### src/rtl/eight_bit_div_module_pkg.sv
// Shared definitions for the sequential restoring divider: FSM encoding,
// default operand width and the divide-by-zero quotient fill.
package eight_bit_div_module_pkg;

  localparam int DEFAULT_WIDTH = 8;

  // Every quotient bit takes this value on a divide by zero (all ones).
  localparam logic DBZ_FILL = 1'b1;

  typedef enum logic [1:0] {
    ST_IDLE = 2'd0,
    ST_RUN  = 2'd1,
    ST_DONE = 2'd2
  } state_t;

endpackage : eight_bit_div_module_pkg

### src/rtl/eight_bit_div_module_sub_step.sv
// One radix-2 restoring step: shift the next dividend bit into the partial
// remainder, trial-subtract the divisor and keep the difference if no borrow.
module div_sub_step #(
  parameter int WIDTH = 8
) (
  input  logic [WIDTH-1:0] rem_w,
  input  logic             quo_msb,
  input  logic [WIDTH-1:0] div_w,
  output logic [WIDTH-1:0] rem_next,
  output logic             q_bit
);

  logic [WIDTH:0] shifted;
  logic [WIDTH:0] diff;

  // The partial remainder stays below the divisor, so shifted < 2*div and
  // the top bit of the difference is exactly the borrow.
  assign shifted  = {rem_w, quo_msb};
  assign diff     = shifted - {1'b0, div_w};
  assign q_bit    = ~diff[WIDTH];
  assign rem_next = q_bit ? diff[WIDTH-1:0] : shifted[WIDTH-1:0];

endmodule : div_sub_step

### src/rtl/eight_bit_div_module.sv
// Sequential unsigned divider: WIDTH-cycle restoring shift-subtract with a
// start/busy/done handshake and a divide-by-zero short cut.
module eight_bit_div_module
  import eight_bit_div_module_pkg::*;
#(
  parameter int WIDTH = DEFAULT_WIDTH
) (
  input  logic             clk,
  input  logic             rst_n,
  input  logic             start,
  input  logic [WIDTH-1:0] a,
  input  logic [WIDTH-1:0] b,
  output logic [WIDTH-1:0] quotient,
  output logic [WIDTH-1:0] remainder,
  output logic             busy,
  output logic             done,
  output logic             div_by_zero
);

  localparam int CW = (WIDTH > 1) ? $clog2(WIDTH) : 1;
  localparam logic [CW-1:0] LAST_STEP = CW'(WIDTH - 1);

  state_t           state;
  // The restore path never sets the extra remainder bit, so only the low
  // WIDTH bits of the partial remainder are stored.
  logic [WIDTH-1:0] rem_w;
  logic [WIDTH-1:0] quo_w;
  logic [WIDTH-1:0] div_w;
  logic [CW-1:0]    cnt;

  logic [WIDTH-1:0] rem_next;
  logic             q_bit;

  div_sub_step #(.WIDTH(WIDTH)) u_step (
    .rem_w    (rem_w),
    .quo_msb  (quo_w[WIDTH-1]),
    .div_w    (div_w),
    .rem_next (rem_next),
    .q_bit    (q_bit)
  );

  assign busy = (state == ST_RUN);
  assign done = (state == ST_DONE);

  // NOTE: state uses non-blocking assignments so every register in this
  // block samples the pre-edge values; blocking here would chain the shift.
  always_ff @(posedge clk or negedge rst_n) begin
    if (!rst_n) begin
      // NOTE: work registers are reset too, so an abandoned divide leaves
      // no stale partial result behind; they are flops, not a memory array.
      state       <= ST_IDLE;
      rem_w       <= '0;
      quo_w       <= '0;
      div_w       <= '0;
      cnt         <= '0;
      quotient    <= '0;
      remainder   <= '0;
      div_by_zero <= 1'b0;
    end else begin
      case (state)
        ST_IDLE, ST_DONE: begin
          if (start) begin
            if (b == '0) begin
              quotient    <= {WIDTH{DBZ_FILL}};
              remainder   <= a;
              div_by_zero <= 1'b1;
              state       <= ST_DONE;
            end else begin
              rem_w <= '0;
              quo_w <= a;
              div_w <= b;
              cnt   <= '0;
              state <= ST_RUN;
            end
          end else begin
            state <= ST_IDLE;
          end
        end

        ST_RUN: begin
          rem_w <= rem_next;
          quo_w <= {quo_w[WIDTH-2:0], q_bit};
          cnt   <= cnt + 1'b1;
          if (cnt == LAST_STEP) begin
            quotient    <= {quo_w[WIDTH-2:0], q_bit};
            remainder   <= rem_next;
            div_by_zero <= 1'b0;
            state       <= ST_DONE;
          end
        end

        default: state <= ST_IDLE;
      endcase
    end
  end

endmodule : eight_bit_div_module

### config.mk
export PLATFORM = sky130hd
export DESIGN_NAME = eight_bit_div_module
export DESIGN_NICKNAME = d
export VERILOG_FILES = /design/src/rtl/eight_bit_div_module_pkg.sv /design/src/rtl/eight_bit_div_module_sub_step.sv /design/src/rtl/eight_bit_div_module.sv
export SDC_FILE = /design/constraint.sdc
export NUM_CORES = 1
export LEC_CHECK = 0
export CAP_MARGIN = 10
export CORE_MARGIN = 5
export CORE_UTILIZATION = 43
export CTS_CLUSTER_DIAMETER = 200
export DETAILED_ROUTE_END_ITERATION = 10
export PLACE_DENSITY = 0.77
export SETUP_SLACK_MARGIN = 0.1
export SYNTH_ARGS = -nofsm -noshare
export SYNTH_HDL_FRONTEND = slang
export SYNTH_SLANG_ARGS = --single-unit
### constraint.sdc
create_clock -name clk -period 3.3 [get_ports clk]
set_clock_uncertainty 0.05 [all_clocks]
set_input_delay 0.33 -clock clk [delete_from_list [all_inputs] [get_ports clk]]
set_output_delay 0.33 -clock clk [all_outputs]
set_load 0.1 [all_outputs]
======== After elaboration in Yosys (flattened, before gate mapping) ========
Index checks and enable logic that the tools add are counted.
storage, ports and cells
  bits in registers ....................... 46
  output and inout bits ................... 19
  bits of input ports ..................... 19
  logic and storage cells ................. 52
cells by class
  bitwise gates (word level) .............. 2
  eq/ne operators ......................... 7
  reductions and logical operators ........ 7
  $add $sub $neg .......................... 2
  muxes and demuxes ....................... 26
operators with widths
  operator             number
  $mux 8               11
  $pmux 8 s2           4
  $sub 9x8->9          1
  $logic_not 8->1      1
  $mux 2               3
  $mux 3               2
  $ne 2x2->1 const B   3
  $pmux 3 s2           1
  $reduce_and 3->1     2
  $pmux 2 s2           1
  $reduce_and 4->1     1
  $add 3x1->3 const B  1
  $eq 3x3->1 const B   1
  $mux 1               3
  $eq 2x1->1 const B   1
  $eq 2x2->1 const B   1
  $logic_not 2->1      1
  $ne 2x1->1 const B   1
  $not 1->1            2
  $pmux 1 s2           1
  $reduce_bool 2->1    1
  $reduce_or 2->1      1

======== Depth between registers and ports, before layout ========
Gate-level depths: netlist of the first run.
  depth after elaboration ................. 4
  mapped depth ............................ 10
  depth with buffers taken out ............ 10

======== By module ========
A second synthesis of the first run with hierarchy kept.
second synthesis, totals
  cells, all modules ...................... 215
  area total of the unflattened synthesis .. 2446.1 um^2
by module, submodules not included
  module                cells an instance  times used  seq. area each (um^2)  area an instance (um^2)
  eight_bit_div_module  157                1           1151.1                 1960.6
  div_sub_step          58                 1           0.0                    485.5

======== Least setup slack after synthesis of the first run ========
OpenSTA, ideal clock, no wires.
  kind .................................... reg-to-reg
  start ................................... register quo_w[7]
  end ..................................... register remainder[3]
  data required time ...................... 3168 ps
  setup time .............................. 82 ps
  path buffers ............................ 0
  slack ................................... 703 ps
  clock period less this slack ............ 2597 ps
  data arrival time ....................... 2466 ps
  stages on the path, launching flop included .. 11
  path through ............................ dfrtp_1 inv_1 ha_1 inv_1 fa_1 a211oi_2 o31ai_4 a31oi_4 xor2_2 or4_4 a31oi_2
on the way
  longest elaborated chain between the ends .. 4
ends and longest elaborated chain
  item                      line                                 source
  start: declaration        eight_bit_div_module.sv:27           logic [WIDTH-1:0] quo_w;
  start signal: assignment  eight_bit_div_module.sv:82           quo_w <= {quo_w[WIDTH-2:0], q_bit};
  $sub 9x8->9               eight_bit_div_module_sub_step.sv:19  assign diff = shifted - {1'b0, div_w};
  $mux 8                    eight_bit_div_module_sub_step.sv:21  assign rem_next = q_bit ? diff[WIDTH-1:0] : shifted[WIDTH-1:0];
  $mux 8                    eight_bit_div_module.sv:84           if (cnt == LAST_STEP) begin
  $pmux 8 s2                eight_bit_div_module.sv:60           case (state)
  end signal: assignment    eight_bit_div_module.sv:86           remainder <= rem_next;
  end: declaration          eight_bit_div_module.sv:14           output logic [WIDTH-1:0] remainder,
No other way between the ends. The select of a mux whose other input is x is not followed.
A chain may end at the register's enable or synchronous reset.

======== Worst setup path after layout of the first run ========
Ends and elaborated chain as after synthesis.

==> results of run 1 <==
==> path summary, 6_finish.rpt <==
| check | to | slack [ns] | depth (start not counted) |
|---|---|---|---|
| worst max-delay path | remainder[3] | 0.47 | 10 |
| worst min-delay path | div_w[4] | 0.16 | 1 |
| worst max register to register | remainder[3] | 0.47 | 10 |
| worst min register to register | quotient[6] | 0.45 | 1 |
| max in group asynchronous | remainder[0] | 2.39 | 1 |
| min in group clk | quotient[6] | 0.45 | 1 |
==> layout make-up <==
cell class | count | area [um2]
clock inverter | 3 | 25.02
multi-input combinational | 173 | 1175
inverter | 10 | 37.54
fill | 490 | 2527
clock buffer | 5 | 68.82
tap | 72 | 90.09
timing repair buffer | 42 | 397.9
sequential | 46 | 1151
==> flip-flops by register name, summed over array words and instances, names as in the netlist <==
register	count
state	2
remainder	8
quotient	8
cnt	3
rem_w	8
quo_w	8
div_w	8
div_by_zero	1
==> cell usage in the layout, fill, tap and decap left out, types with 4 or more instances in the layout <==
cell,instances
a21oi_1,10
buf_4,7
clkbuf_8,5
clkdlybuf4s50_1,34
dfrtp_1,46
ha_1,10
inv_1,10
mux2i_1,8
nand2_1,29
nand3_1,13
nor2_1,15
o21a_1,4
o21ai_0,24
o22a_1,7
==> cells by family after synthesis <==
logic type / after synthesis / synth area share (%)
buffers and inverters: 20 / 3.828
xor gates and xnor gates: 6 / 2.794
adders and majority gates: 11 / 6.001
AOI/OAI and AO/OA: 73 / 21.68
DFF: 46 / 47.59
and+or+nand+nor: 74 / 14.33
muxes: 9 / 3.777
==> stage by stage <==
| stage | hold slack [ns] | cell area [um2] | worst slack [ns] | cells | util (%) |
|---|---|---|---|---|---|
| 6_report | 0.1607 | 2945 | 0.4659 | 351 | 53.82 |
| 5_1_grt | 0.2451 | 2945 | 0.3791 | 351 | 53.82 |
| 4_1_cts | 0.1867 | 2945 | 0.4730 | 351 | 53.82 |
| 3_5_place_dp | 0.4312 | 2851 | 0.5084 | 343 | 52.10 |
| 3_3_place_gp | 0.4264 | 2851 | 0.6161 | 343 | 52.10 |
| 2_1_floorplan | -0.01559 | 2419 | 0.7027 | 239 | - |
==> metal layers <==
layer | vias up | wire, um
met2 | 53 | 2818
met5 | - | 0
met3 | 7 | 254
met4 | 0 | 77
met1 | 978 | 2612
li1 | 943 | -
==> worst max-delay path, cell delays in order, from the launching register on <==
cell and delay (ns):
dfrtp_1 0.41, inv_1 0.07, ha_1 0.15, inv_1 0.05, fa_1 0.41, a211oi_2 0.33, o31ai_4 0.13, a31oi_4 0.27
xor2_2 0.20, or4_4 0.56, a31oi_2 0.13
==> impl_metrics.tcl, run 1 <==
set metrics [dict create \
    crit_fanout 10 \
    ys_seq_area_share_pct 47.59 \
    grt.met2_usage_pct 25.99 \
    cts_root_buf "clkbuf_8" \
    grt_pass1_vias 1926 \
    initial_core_util_pct 44.19 \
    rsz0062_at_grt "no" \
    slew_headroom_pct 29.73 \
    synth_enable_flop_cells 0 \
    grt-ovfl-total 0 \
    cts.sinks 46 \
    rows 27 \
    cts.reportedPaths.clkPinSlew_ns 0.09 \
    numCtsBuffers 5 \
    synthFlopType "dfrtp_1" \
    die_area_mm2 0.007224 \
    clock.fmax_mhz 352.8 \
    drc 0 \
    tightest_slew_ns 1.054 \
    drv_cap 0 \
    cts_hold_buf 0 \
    syn_area_mm2 0.002419 \
    clockBufferDepth 2 \
    routed_wl_mm 5.763 \
    slew_viol_final 0 \
    hold_path_class "input pin to async pin" \
    die_h_um 85.00 \
    grt_max_degree 47 \
    antenna_left 0 \
    dr.first_iter.drc_count 119 \
    grt_use_met3_pct 2.621 \
    antenna_cells 0 \
    timing.final.crit_period_ns 2.834 \
    setup_viol 0 \
    hold_viol 0 \
    fin_crit_sh_pct 85.88 \
    synth_area_leaders "dfrtp_1, ha_1, o21ai_0" \
    cp_data_required_time_ns 3.47 \
    yosysWarnings 0 \
    post_cts_buffers 0 \
    synth_common_cells "dfrtp_1, nand2_1, o21ai_0" \
    clk_latency_ns 0.30 \
    hpwl_mm 4.237 \
    grt_first_pass_wirelength_mm 9.577 \
    drive_above_1_share_pct 11.47 \
    async_reset_ff_share_pct 100.0 \
    ys_types 51 \
    endpoint_kind "flip-flop" \
    vias 1981 \
    first_pass_iters 4 \
    critical_path_arrival_ns 3.01 \
    grtUsageTotal_pct 16.47 \
    met1_usage_pct 23.32 \
    outcome "completed" \
    cts_resized 0 \
    path_class "flip-flop to flip-flop" \
    io_pins 38 \
    synth-seq-cells 46 \
    die_w_um 85.00 \
    gp_congestion 0.8304 \
    synth_fp_nets 269 \
    tns_ns 0 \
    antenna_found_initial 0 \
    yosysMostFrequentCell "dfrtp_1" \
    setup.worst_path.start "quo_w[7]" \
    busiest_layer "met2" \
    io_buffers 37 \
    syn_area_per_cell_um2 10.12 \
    netlist_instances 239 \
    wl_per_cell_um 16.42 \
    synth.top_cell.area_share_pct 47.59 \
    core_area_mm2 0.005473 \
    vias_per_cell 5.644 \
    yosysTopAreaCell "dfrtp_1" \
    h-tree-depth 2 \
    critPathLaunchType "flip-flop" \
    fin_nets 308 \
    areaGrowthSynthToFinish_pct 21.78 \
    r2r_start "quo_w[7]" \
    cts_tree "yes" \
]
Power of run 1 is left out: the tool's default activity adds up to more than one toggle a clock period on the data nets, which glitch-free logic cannot reach.
==> run 2: changes to the inputs <==
--- a/config.mk
+++ b/config.mk
@@ -10,7 +10,7 @@
 export CORE_UTILIZATION = 43
 export CTS_CLUSTER_DIAMETER = 200
 export DETAILED_ROUTE_END_ITERATION = 10
-export PLACE_DENSITY = 0.77
+export PLACE_DENSITY = 0.66
 export SETUP_SLACK_MARGIN = 0.1
 export SYNTH_ARGS = -nofsm -noshare
 export SYNTH_HDL_FRONTEND = slang
==> impl_metrics.tcl, run 2 (synthesis results as in run 1) <==
set metrics [dict create \
    outcome "completed" \
    cts.reportedPaths.clkPinSlew_ns 0.08 \
    tightest_slew_ns 1.021 \
    clockBufferDepth 2 \
    grt_first_pass_wirelength_mm 10.09 \
    timing.final.crit_period_ns 2.800 \
    dr.first_iter.drc_count 100 \
    cts.sinks 46 \
    cts_root_buf "clkbuf_8" \
    grt_pass1_vias 2092 \
    setup_viol 0 \
    slew_headroom_pct 31.93 \
    drive_above_1_share_pct 11.15 \
    hpwl_mm 4.235 \
    vias 1938 \
    hold_viol 0 \
    clock.fmax_mhz 357.1 \
    drc 0 \
    grt_max_degree 47 \
    grtUsageTotal_pct 17.37 \
    path_class "flip-flop to flip-flop" \
    most-common-layout-cells "dfrtp_1, clkdlybuf4s50_1, nand2_1, o21ai_0, nor2_1" \
    clk_latency_ns 0.30 \
    die_area_mm2 0.007224 \
    slew_viol_final 0 \
    cts_tree "yes" \
    rrSetupSlack_ns 0.50 \
    die_w_um 85.00 \
    cts_hold_buf 0 \
    finalHoldWorstSlack_ns 0.1434 \
    numCtsBuffers 5 \
    rsz0062_at_grt "no" \
    areaGrowthSynthToFinish_pct 21.42 \
    io_pins 38 \
    h-tree-depth 2 \
    post_cts_buffers 0 \
    critPathLaunchType "flip-flop" \
    rr_endpoint "remainder[3]" \
    antenna_found_initial 0 \
    grt-ovfl-total 0 \
    rr_worst_depth 10 \
    die_h_um 85.00 \
    layout_commonest_cell "dfrtp_1" \
    antenna_left 0 \
    drv_cap 0 \
    instances_no_fill 350 \
    cts_resized 0 \
    gp_congestion 0.8198 \
    crit_fanout 10 \
    placedCellCount 342 \
    core_area_mm2 0.005473 \
    endpoint "remainder[3]" \
    io_buffers 37 \
    rows 27 \
    setup.worst_path.start "quo_w[7]" \
    antenna_cells 0 \
    fin_crit_sh_pct 84.85 \
    fin_nets 307 \
    r2r_start "quo_w[7]" \
    cp_data_required_time_ns 3.47 \
    initial_core_util_pct 44.19 \
    tns_ns 0 \
    hold_path_class "input pin to async pin" \
    critical_path_arrival_ns 2.97 \
    vias_per_cell 5.537 \
    first_pass_iters 4 \
    wl_per_cell_um 16.47 \
    routed_wl_mm 5.765 \
    endpoint_kind "flip-flop" \
]
-- run 2: critical path: stages (launching register included) --
cell and delay [ns]:
dfrtp_1 0.40, inv_1 0.06, ha_1 0.15, inv_1 0.06, fa_1 0.42, a211oi_2 0.32
o31ai_4 0.13, a31oi_4 0.26, xor2_2 0.20, or4_4 0.56, a31oi_2 0.13
-- run 2: worst min-delay path by stage --
stage / start / end / slack, ns / cells after the start
after floorplan: rst_n / cnt[0] / -0.02 / 0
after global placement: quotient[6] / quotient[6] / 0.43 / 1
after detailed placement: quotient[4] / quotient[4] / 0.43 / 1
after CTS: rst_n / remainder[1] / 0.19 / 1
after global routing: rst_n / rem_w[3] / 0.23 / 1
final: rst_n / div_w[0] / 0.14 / 1
-- run 2: cell type report --
| type | count | area, um2 |
|---|---|---|
| Multi-Input combinational cell | 173 | 1175 |
| Clock inverter | 3 | 23.77 |
| Clock buffer | 5 | 68.82 |
| Timing Repair Buffer | 41 | 390.4 |
| Sequential cell | 46 | 1151 |
| Tap cell | 72 | 90.09 |
| Inverter | 10 | 37.54 |
| Fill cell | 530 | 2536 |
-- run 2: stage by stage --
stage / area [um2] / setup WS [ns] / util, %
6_report: 2937 / 0.4999 / 53.66
5_1_grt: 2937 / 0.3381 / 53.66
4_1_cts: 2937 / 0.5051 / 53.66
3_5_place_dp: 2844 / 0.5373 / 51.97
3_3_place_gp: 2844 / 0.6178 / 51.97
2_1_floorplan: 2419 / 0.7027 / -
-- run 2: metal layers --
layer  wire [um]  vias up  share of wire [%]  GRT usage (%)
met4         119        0                2.1          5.899
met1        2504      951                 43          22.94
met2        2856       42                 50          28.04
met5           0        -                  0              0
li1            -      935                  -              -
met3         286       10                5.0          3.981
Power of run 2 is left out for the same reason.
